## src/rtl/result_reader_if.sv

```systemverilog
// Producer/consumer handshake bundle for result_reader.
// The DUT side uses the slave modport; the bench or surrounding logic uses master.
interface result_reader_if #(
    parameter int CNT_W = 8
) ();
    logic [5:0]       i_data;
    logic             i_overflow;
    logic             i_valid;
    logic             o_ready;
    logic [5:0]       o_data;
    logic             o_overflow;
    logic             o_valid;
    logic             i_ready;
    logic [CNT_W-1:0] o_ovf_count;
    logic             o_drop;

    modport slave (
        input  i_data, i_overflow, i_valid, i_ready,
        output o_ready, o_data, o_overflow, o_valid, o_ovf_count, o_drop
    );

    modport master (
        output i_data, i_overflow, i_valid, i_ready,
        input  o_ready, o_data, o_overflow, o_valid, o_ovf_count, o_drop
    );
endinterface

```

## src/rtl/result_reader.sv

```systemverilog
// First-word-fall-through FIFO for {overflow, data} result words, with a
// saturating overflow-event counter and a sticky drop flag for offers made while full.
module result_reader #(
    parameter int DEPTH = 4,
    parameter int CNT_W = 8
) (
    input  logic            clk,
    input  logic            i_rst,
    result_reader_if.slave  bus
);
    localparam int            AW       = $clog2(DEPTH);
    localparam logic [AW:0]   FULL_OCC = (AW+1)'(DEPTH);

    logic [6:0]       mem_q [DEPTH];
    logic [AW-1:0]    wr_ptr_q, wr_ptr_d;
    logic [AW-1:0]    rd_ptr_q, rd_ptr_d;
    logic [AW:0]      occ_q, occ_d;
    logic [CNT_W-1:0] ovf_cnt_q, ovf_cnt_d;
    logic             drop_q, drop_d;
    logic             ready, valid, push, pop;
    logic [6:0]       head;

    // Occupancy is one bit wider than the pointers, so full and empty never alias.
    assign ready = ~i_rst & (occ_q != FULL_OCC);
    assign valid = (occ_q != '0);
    assign push  = bus.i_valid & ready;
    assign pop   = valid & bus.i_ready;

    always_comb begin
        wr_ptr_d  = wr_ptr_q;
        rd_ptr_d  = rd_ptr_q;
        occ_d     = occ_q;
        ovf_cnt_d = ovf_cnt_q;
        drop_d    = drop_q;
        if (push) begin
            wr_ptr_d = wr_ptr_q + 1'b1;
        end
        if (pop) begin
            rd_ptr_d = rd_ptr_q + 1'b1;
        end
        if (push && !pop) begin
            occ_d = occ_q + 1'b1;
        end else if (pop && !push) begin
            occ_d = occ_q - 1'b1;
        end
        if (push && bus.i_overflow && (ovf_cnt_q != '1)) begin
            ovf_cnt_d = ovf_cnt_q + 1'b1;
        end
        if (bus.i_valid && !ready) begin
            drop_d = 1'b1;
        end
    end

    always_ff @(posedge clk or posedge i_rst) begin
        if (i_rst) begin
            wr_ptr_q  <= '0;
            rd_ptr_q  <= '0;
            occ_q     <= '0;
            ovf_cnt_q <= '0;
            drop_q    <= 1'b0;
        end else begin
            wr_ptr_q  <= wr_ptr_d;
            rd_ptr_q  <= rd_ptr_d;
            occ_q     <= occ_d;
            ovf_cnt_q <= ovf_cnt_d;
            drop_q    <= drop_d;
        end
    end

    // Storage is left uncleared; the head is masked whenever nothing is stored.
    always_ff @(posedge clk) begin
        if (push) begin
            mem_q[wr_ptr_q] <= {bus.i_overflow, bus.i_data};
        end
    end

    assign head            = valid ? mem_q[rd_ptr_q] : 7'd0;
    assign bus.o_ready     = ready;
    assign bus.o_valid     = valid;
    assign bus.o_data      = head[5:0];
    assign bus.o_overflow  = head[6];
    assign bus.o_ovf_count = ovf_cnt_q;
    assign bus.o_drop      = drop_q;
endmodule

```

## src/flat_wrapper.sv

```systemverilog
// flat-port wrapper written by rule: the top's interface ports become plain ports
module result_reader_flat 
#(
    parameter int DEPTH = 4,
    parameter int CNT_W = 8
)
  (clk, i_rst, bus_i_data, bus_i_overflow, bus_i_valid, bus_i_ready, bus_o_ready, bus_o_data, bus_o_overflow, bus_o_valid, bus_o_ovf_count, bus_o_drop);
  result_reader_if #(.CNT_W(CNT_W)) bus_i ();
  input  logic clk;
  input  logic i_rst;
  input wire logic [$bits(bus_i.i_data)-1:0] bus_i_data;
  input wire logic [$bits(bus_i.i_overflow)-1:0] bus_i_overflow;
  input wire logic [$bits(bus_i.i_valid)-1:0] bus_i_valid;
  input wire logic [$bits(bus_i.i_ready)-1:0] bus_i_ready;
  output wire logic [$bits(bus_i.o_ready)-1:0] bus_o_ready;
  output wire logic [$bits(bus_i.o_data)-1:0] bus_o_data;
  output wire logic [$bits(bus_i.o_overflow)-1:0] bus_o_overflow;
  output wire logic [$bits(bus_i.o_valid)-1:0] bus_o_valid;
  output wire logic [$bits(bus_i.o_ovf_count)-1:0] bus_o_ovf_count;
  output wire logic [$bits(bus_i.o_drop)-1:0] bus_o_drop;
  assign bus_i.i_data = bus_i_data;
  assign bus_i.i_overflow = bus_i_overflow;
  assign bus_i.i_valid = bus_i_valid;
  assign bus_i.i_ready = bus_i_ready;
  assign bus_o_ready = bus_i.o_ready;
  assign bus_o_data = bus_i.o_data;
  assign bus_o_overflow = bus_i.o_overflow;
  assign bus_o_valid = bus_i.o_valid;
  assign bus_o_ovf_count = bus_i.o_ovf_count;
  assign bus_o_drop = bus_i.o_drop;
  result_reader #(.DEPTH(DEPTH), .CNT_W(CNT_W)) u_core (.clk(clk), .i_rst(i_rst), .bus(bus_i));
endmodule
```

## config.mk

```make
export PLATFORM = sky130hd
export DESIGN_NAME = result_reader_flat
export DESIGN_NICKNAME = d
export VERILOG_FILES = /design/src/rtl/result_reader_if.sv /design/src/rtl/result_reader.sv /design/src/flat_wrapper.sv
export SDC_FILE = /design/constraint.sdc
export NUM_CORES = 1
export LEC_CHECK = 0
export ABC_AREA = 1
export CORE_ASPECT_RATIO = 0.5
export CORE_MARGIN = 3
export CORE_UTILIZATION = 35
export DETAILED_ROUTE_END_ITERATION = 6
export GPL_TIMING_DRIVEN = 1
export PLACE_DENSITY_LB_ADDON = 0.08
export SYNTH_ARGS = -nofsm -noshare
export SYNTH_HDL_FRONTEND = slang
export SYNTH_SLANG_ARGS = --single-unit
```

## constraint.sdc

```tcl
create_clock -name clk -period 2.1 [get_ports clk]
set_input_delay 0.315 -clock clk [delete_from_list [all_inputs] [get_ports clk]]
set_output_delay 0.315 -clock clk [all_outputs]
set_load 0.005 [all_outputs]
```

# After elaboration in Yosys (flattened, before gate mapping)

Memory sizes are Yosys's and may differ from the RTL's.
Index checks and enable logic that the tools add are counted.

Reductions and logical operators: 10
Bitwise gates (word level): 4
Muxes and demuxes: 5
Add/subtract/negate cells: 5
Equal/unequal tests: 2

Operators with widths:

| operator                                         | count |
|---|---|
| adder 8 x 1 -> 8 bit, second input constant      | 1 |
| != test 8 bit, second input constant             | 1 |
| two-way mux 7 bit                                | 1 |
| two-way mux 3 bit                                | 2 |
| logical AND 1 bit                                | 5 |
| adder 2 x 1 -> 2 bit, second input constant      | 2 |
| adder 3 x 1 -> 3 bit, second input constant      | 1 |
| AND 1 bit                                        | 3 |
| logical NOT 1 bit                                | 3 |
| != test 3 bit, second input constant             | 1 |
| nonzero test 3 bit                               | 1 |
| subtractor 3 x 1 -> 3 bit, second input constant | 1 |
| two-way mux 1 bit                                | 2 |
| nonzero test 2 bit                               | 1 |
| inverter 1 bit                                   | 1 |

Memories: 1
Register bits after elaboration: 16
Logic and storage cells: 32
Bits in writable memories: 28

Memories:

| memory       | words | width | rd ports | clocked after Yosys merged registers in | wr ports | RTL line            | RTL |
|---|---|---|---|---|---|---|---|
| u_core.mem_q | 4     | 7     | 1        | 0                                       | 1        | result_reader.sv:14 | `logic [6:0] mem_q [DEPTH];` |

# Logic depth before layout (Yosys ltp)

Gate-level depths: netlist (run 1).

Depth in word-level cells: 7
Depth in mapped cells: 12

# Worst setup path before layout (run 1)

Ideal clock, no wire load.

Kind: input to register
From: input i_rst
To: register u_core.occ_q[2]
Path slack: -0.092 ns
Setup time: 0.131 ns
Arrival time: 2.061 ns
Stages: 11
Path buffers: 0
Data required time: 1.969 ns
Cell sequence: inv_1 -> nand2_2 -> inv_2 -> nand2_4 -> inv_2 -> ha_1 -> inv_1 -> fa_1 -> a21oi_1 -> o21ai_0 -> xor2_1

Word-level cells in the longest chain between the ends: 6
Elaborated cells on any way between the ends: 8
Those cells by class: mux (1); bitwise (3); reduce/logical (4)

Ends and longest elaborated chain:

| item                         | RTL line            | RTL |
|---|---|---|
| start: declaration           | flat_wrapper.sv:10  | `input logic i_rst;` |
| inverter 1 bit (*)           | result_reader.sv:24 | `assign ready = ~i_rst & (occ_q != FULL_OCC);` |
| AND 1 bit (*)                | result_reader.sv:24 |  |
| named net bus_o_ready        | flat_wrapper.sv:15  | `output wire logic [$bits(bus_i.o_ready)-1:0] bus_o_ready;` |
| AND 1 bit (*)                | result_reader.sv:26 | `assign push = bus.i_valid & ready;` |
| named net u_core.push        | result_reader.sv:20 | `logic ready, valid, push, pop;` |
| logical NOT 1 bit            | result_reader.sv:43 | `end else if (pop && !push) begin` |
| logical AND 1 bit            | result_reader.sv:43 |  |
| nonzero test 2 bit (no line) | --                  |  |
| end signal: assignment       | result_reader.sv:58 | `occ_q <= '0;` |
| end signal: assignment       | result_reader.sv:64 | `occ_q <= occ_d;` |
| end: declaration             | result_reader.sv:17 | `logic [AW:0] occ_q, occ_d;` |

The timed path passes the listed nets; every way through them passes the cells marked *.
A chain may end at the register's enable or synchronous reset.

# Final worst setup path (run 1)

From: register u_core.occ_q[0]
To: register u_core.occ_q[2]

Word-level cells in the longest chain between the ends: 6
Elaborated cells on any way between the ends: 14
Those cells by class: add/sub (2); eq/ne (1); mux (2); bitwise (3); reduce/logical (6)

Ends and longest elaborated chain:

| item                         | RTL line |
|---|---|
| != test 3 bit                | result_reader.sv:24 |
| AND 1 bit                    | result_reader.sv:24 |
| AND 1 bit                    | result_reader.sv:26 |
| logical NOT 1 bit            | result_reader.sv:43 |
| logical AND 1 bit            | result_reader.sv:43 |
| nonzero test 2 bit (no line) | -- |

Several ways; a longest one is shown, not always the timed one. The select of a mux whose other input is x is not followed.

==> results of run 1 <==
## state kept, by name (all words and copies together), names as in the netlist
signal                  count
u_core.wr_ptr_q             2
u_core.bus.o_ovf_count      8
u_core.mem_q               28
u_core.occ_q                3
u_core.rd_ptr_q             2
u_core.bus.o_drop           1
## worst min-delay path, delay by kind of cell
kind                   cells  cell delay (ns)
buffers and inverters      3             0.79
## power groups by stage
stage	clock (mW)	sequential, mW	combinational, mW
after global placement	0	1.18	1.01
final	0.896	1.11	1.24
after detailed placement	0	1.18	1.02
after global routing	0.967	1.13	1.40
after floorplan	0	1.13	0.654
after CTS	0.925	1.11	1.22
## layer usage
metal / wire length [µm] / GRT usage (%)
met1: 2070 / 17.2
met2: 1930 / 22.9
met3: 172 / 4.32
met4: 46 / 4.46
met5: 0 / 0
## kinds of logic (layout without fill, tap and decap cells)
family	after synthesis	after routing	synth area share, %
compound gates	34	34	9.29
xor+xnor	6	6	2.47
fa+ha+maj	7	7	4.47
buf+inv	30	82	6.35
flops	44	44	58.4
mux	1	1	0.529
simple gates	83	83	18.5
## layout by cell type, fill, tap and decap left out, drive strengths merged
| master | n |
|---|---|
| nor2 | 43 |
| nand2 | 34 |
| edfxtp | 28 |
| inv | 24 |
| clkdlybuf4s50 | 21 |
| buf | 20 |
| dfrtp | 16 |
| o21ai | 16 |
| a21oi | 9 |
| o21bai | 8 |
| dlymetal6s2s | 7 |
| ha | 6 |
| xor2 | 5 |
| clkbuf | 5 |
| nand3 | 4 |
| clkinvlp | 3 |
| nand4 | 2 |
| xnor2 | 1 |
| mux2 | 1 |
| clkinv | 1 |
| a21o | 1 |
| fa | 1 |
| bufinv | 1 |
## final timing paths
check	slack, ns	startpoint	endpoint	depth (start not counted)
setup reg to reg	0.13	u_core.occ_q[0]	u_core.occ_q[2]	9
hold / removal	0.44	i_rst	u_core.rd_ptr_q[1]	3
min in group clk	0.47	u_core.bus.o_drop	u_core.bus.o_drop	1
hold reg to reg	0.47	u_core.bus.o_drop	u_core.bus.o_drop	1
max in group asynchronous	1.43	i_rst	u_core.rd_ptr_q[0]	3
setup / recovery	0.13	u_core.occ_q[0]	u_core.occ_q[2]	9
## layout make-up
type                       count  share of cell area [%]
tap                           73                    3.20
multi-input combinational    131                    27.2
inverter                      26                    4.12
timing repair buffer          48                    15.8
sequential                    44                    43.6
clock buffer                   5                    4.39
clock inverter                 3                    1.62
## what timing repair did
item,CTS,global route
pin swaps,0,0
setup buffers,5,4
endpoints found under the setup margin,7,7
gates resized for setup,8,14
==> reports/results.ini, run 1 <==
[worst_setup_path]
crit_family=adder cells
cpMaxStageDelayCell=fa_1
crit_buf_inv=1
cp_data_arrival_time_ns=2.13
crit_fanout=4
path_cells=nor2_2 > nand2_2 > nand2_2 > ha_1 > inv_1 > fa_1 > a21oi_1 > o21ai_0 > xor2_1
endpoint_kind=register
critPathRequiredTime_ns=2.26
cpMostUsedCell=nand2_2
critPathLaunchType=register
critPathMaxStageDelay_ns=0.44
critical_path_class=reg -> reg

[layout]
areaGrowthSynthToFinish_pct=34.1
final_util_pct=50.2
diodes=0
drive_above_1_share_pct=22.6
regArea_um2=1240
finalNetCount=274
fill_cells=537
fin_cells=330
final_area_um2=2850
multi_input_area_um2=777

[clock_network]
root_buffer=clkbuf_16
clk-insertion-delay-late_ns=0.29
cts-buffers-inserted=5
cts_tree=yes
cts_max_path_buffers=2
clk_pin_slew_ns=0.07
cts.sinks=44
htree_levels=2
hold_buffers=0

[sta]
holdWs_ns=0.443
max_freq_mhz=508
slew_violations=0
rsz0062_at_grt=false
fin_tns_setup_ns=0
slew_headroom_pct=80.9
hold_viol_final=0
fin_crit_sh_pct=93.7
setup_viol=0
period_needed_ns=1.97
worstMarginPinSlew_ns=0.286
setup_ws_ns=0.133
fin_skew_ns=0.00678

[drt]
ant_nets=0
wirelength_um=4220
first_iter_violations=47
via_per_inst=4.56
drcViolationCount=0
vias=1505
dr.pass1.iters=4
wl_per_cell_um=12.8

[die]
rows=19
core_um2=5680
dieArea_um2=7110
dieWidth_um=116
fp.dieH_um=61.1
start_util_pct=37.4
io_pins=29

[placement]
gp_congestion=0.778
placed_cell_area_um2=2550
dp.cells=313
portBuffers=28
post-place-ws_ns=-0.140
dp_hpwl_um=2800

[power_and_ir_drop]
peakVddDrop_mv=0.429
switching_share_pct=31.2
pwr-share-seq_pct=34.3
powerDensity_nw_per_um2=1140
finalPower_mw=3.25
internal-power_mw=2.23
p_comb_share_pct=38.1
power_leakage_nw=1.26
p_clk_share_pct=27.6
p_sw_mw=1.01

[global_routing]
grt_pass1_vias=1506
grt.overflow.total=0
grt_pass1_wl_um=7150
grt_max_degree=18
track_usage_pct=13.7
grt_antenna_before_repair=0

[run]
maxCapViolations=0

[logic_synthesis]
synth_edf_count=28
synthTopCellsByCount=nor2_1 (39), edfxtp_1 (28), nand2_1 (27)
ys.flop_type=edfxtp_1
yosys-top-cells-area=edfxtp_1 (40%), dfrtp_1 (19%), nor2_1 (6.9%)
synth_top_area_share_pct=39.5
synth.distinct_cells=28
yosysMostFrequentCell=nor2_1
syn_area_um2=2130
postSynthCellCount=205
async_flop_share_pct=36.4
synth_fp_nets=223
ys_seq_area_share_pct=58.4
ys_ff_latch=44
avgSynthCellArea_um2=10.4
yosys.area.top_type=edfxtp_1
synth-warning-count=0

[outcome]
outcome=complete, no violations

[worst_hold_path]
hp-class=in -> async

No activity file was read; power rests on OpenSTA's default activity.
==> inputs of run 2 (changes only) <==
Settings changed: CORE_ASPECT_RATIO 0.5 to 0.6.
==> reports/results.ini, run 2 (same netlist as run 1, synthesis figures left out) <==
[global_routing]
grt.overflow.total=0
track_usage_pct=13.4
grt_pass1_vias=1456
grt_pass1_wl_um=7200
grt_antenna_before_repair=0
grt_max_degree=18

[die]
dieWidth_um=107
core_um2=5730
dieArea_um2=7080
fp.dieH_um=66.4
rows=21
start_util_pct=37.1
io_pins=29

[sta]
fin_tns_setup_ns=0
holdWs_ns=0.423
max_freq_mhz=508
setup_viol=0
hold_viol_final=0
setup_ws_ns=0.131
worstMarginPinSlew_ns=0.260
period_needed_ns=1.97
slew_headroom_pct=82.6
slew_violations=0
fin_crit_sh_pct=93.8
fin_skew_ns=0.00708

[power_and_ir_drop]
p_clk_share_pct=20.5
powerDensity_nw_per_um2=1080
finalPower_mw=3.06
power_leakage_nw=1.25
internal-power_mw=2.08
switching_share_pct=32.1
p_comb_share_pct=42.1
pwr-share-seq_pct=37.4
p_sw_uw=984
peakVddDrop_mv=0.497

[worst_setup_path]
critical_path_class=reg -> out
critPathLaunchType=register
critPathRequiredTime_ns=1.78
endpoint_kind=output port
crit_fanout=2
crit_buf_inv=3
path_cells=nor2_4 > nand2_2 > buf_4 > buf_4 > clkdlybuf4s50_1
cpMostUsedCell=buf_4
critPathMaxStageDelay_ns=0.43
cp_data_arrival_time_ns=1.65
crit_family=buffers and inverters
cpMaxStageDelayCell=clkdlybuf4s50_1
timing.rr.start=u_core.occ_q[0]
crit_start=u_core.occ_q[0]

[clock_network]
htree_levels=2
cts_max_path_buffers=2
cts_tree=yes
cts-buffers-inserted=5
hold_buffers=0
clk-insertion-delay-late_ns=0.29
root_buffer=clkbuf_8
clk_pin_slew_ns=0.08
cts.sinks=44

[drt]
wl_per_cell_um=12.5
first_iter_violations=65
wirelength_um=4310
drcViolationCount=0
ant_nets=0
via_per_inst=4.31
dr.pass1.iters=4
vias=1481

[outcome]
outcome=complete, no violations

[placement]
placed_cell_area_um2=2610
gp_congestion=0.750
portBuffers=28
dp_hpwl_um=3120
post-place-ws_ns=-0.131
dp.cells=327

[layout]
largest_register_ffs=28
finalNetCount=281
final_cell_mix=nor2_1 (39), edfxtp_1 (28), nand2_1 (27)
areaGrowthSynthToFinish_pct=33.3
diodes=0
drive_above_1_share_pct=24.6
final_area_um2=2840
final_common_cell=nor2_1
fill_cells=546
final_util_pct=49.5
largest_register=u_core.mem_q
fin_cells=344

[run]
maxCapViolations=0

[worst_hold_path]
hp-class=in -> async

-- run 2: power by group through the flow --
stage,Combinational (mW),Sequential (mW),Clock [mW]
2_1_floorplan,0.654,1.13,0
3_3_place_gp,1.15,1.17,0
3_5_place_dp,1.15,1.17,0
4_1_cts,1.28,1.14,0.645
5_1_grt,1.44,1.16,0.691
6_report,1.29,1.15,0.627
-- run 2: worst paths after layout --
path,end,slack (ns),cells after the start
min in group clk,u_core.bus.o_drop,0.46,1
setup / recovery,bus_o_valid,0.13,5
hold / removal,u_core.bus.o_drop,0.42,3
setup reg to reg,u_core.occ_q[2],0.15,10
max in group asynchronous,u_core.rd_ptr_q[0],1.45,3
hold reg to reg,u_core.bus.o_drop,0.46,1
-- run 2: worst register-to-register path: stages (launching register included) --
cell     delay, ns
dfrtp_1       0.42
nor2_4        0.15
nand2_2       0.09
buf_4         0.14
nand2_2       0.07
ha_1          0.15
inv_1         0.06
fa_2          0.39
a21oi_1       0.14
o21ai_1       0.08
xor2_1        0.14
-- run 2: area by class of cell --
class | count | area (µm²) | share of cell area, %
well taps | 80 | 100 | 3.53
clock inverters | 2 | 35.0 | 1.24
clock buffers | 6 | 72.6 | 2.56
multi-input cells | 131 | 777 | 27.4
repair buffers | 55 | 497 | 17.5
inverters | 26 | 110 | 3.88
flip-flops and latches | 44 | 1240 | 43.9
-- run 2: timing repair --
item | 4_1_cts | 5_1_grt
buffers inserted | 6 | 3
resized for setup | 11 | 10
pin swaps | 1 | 0
endpoints found under the setup margin | 7 | 6
-- run 2: per-layer routing --
metal	track usage, %	up-vias	part of all wire [%]	routed length (µm)
met2	20.1	25	43	1860
met1	19.0	673	52	2230
li1	-	781	-	-
met5	0	-	0	0
met4	4.15	0	0.37	16
met3	3.41	2	4.6	196
==> inputs of run 3 (changes only) <==
Settings changed: GPL_TIMING_DRIVEN 1 to not set.
==> results of run 3 <==
Final layout, timing and power as in run 2 (identical DEF).
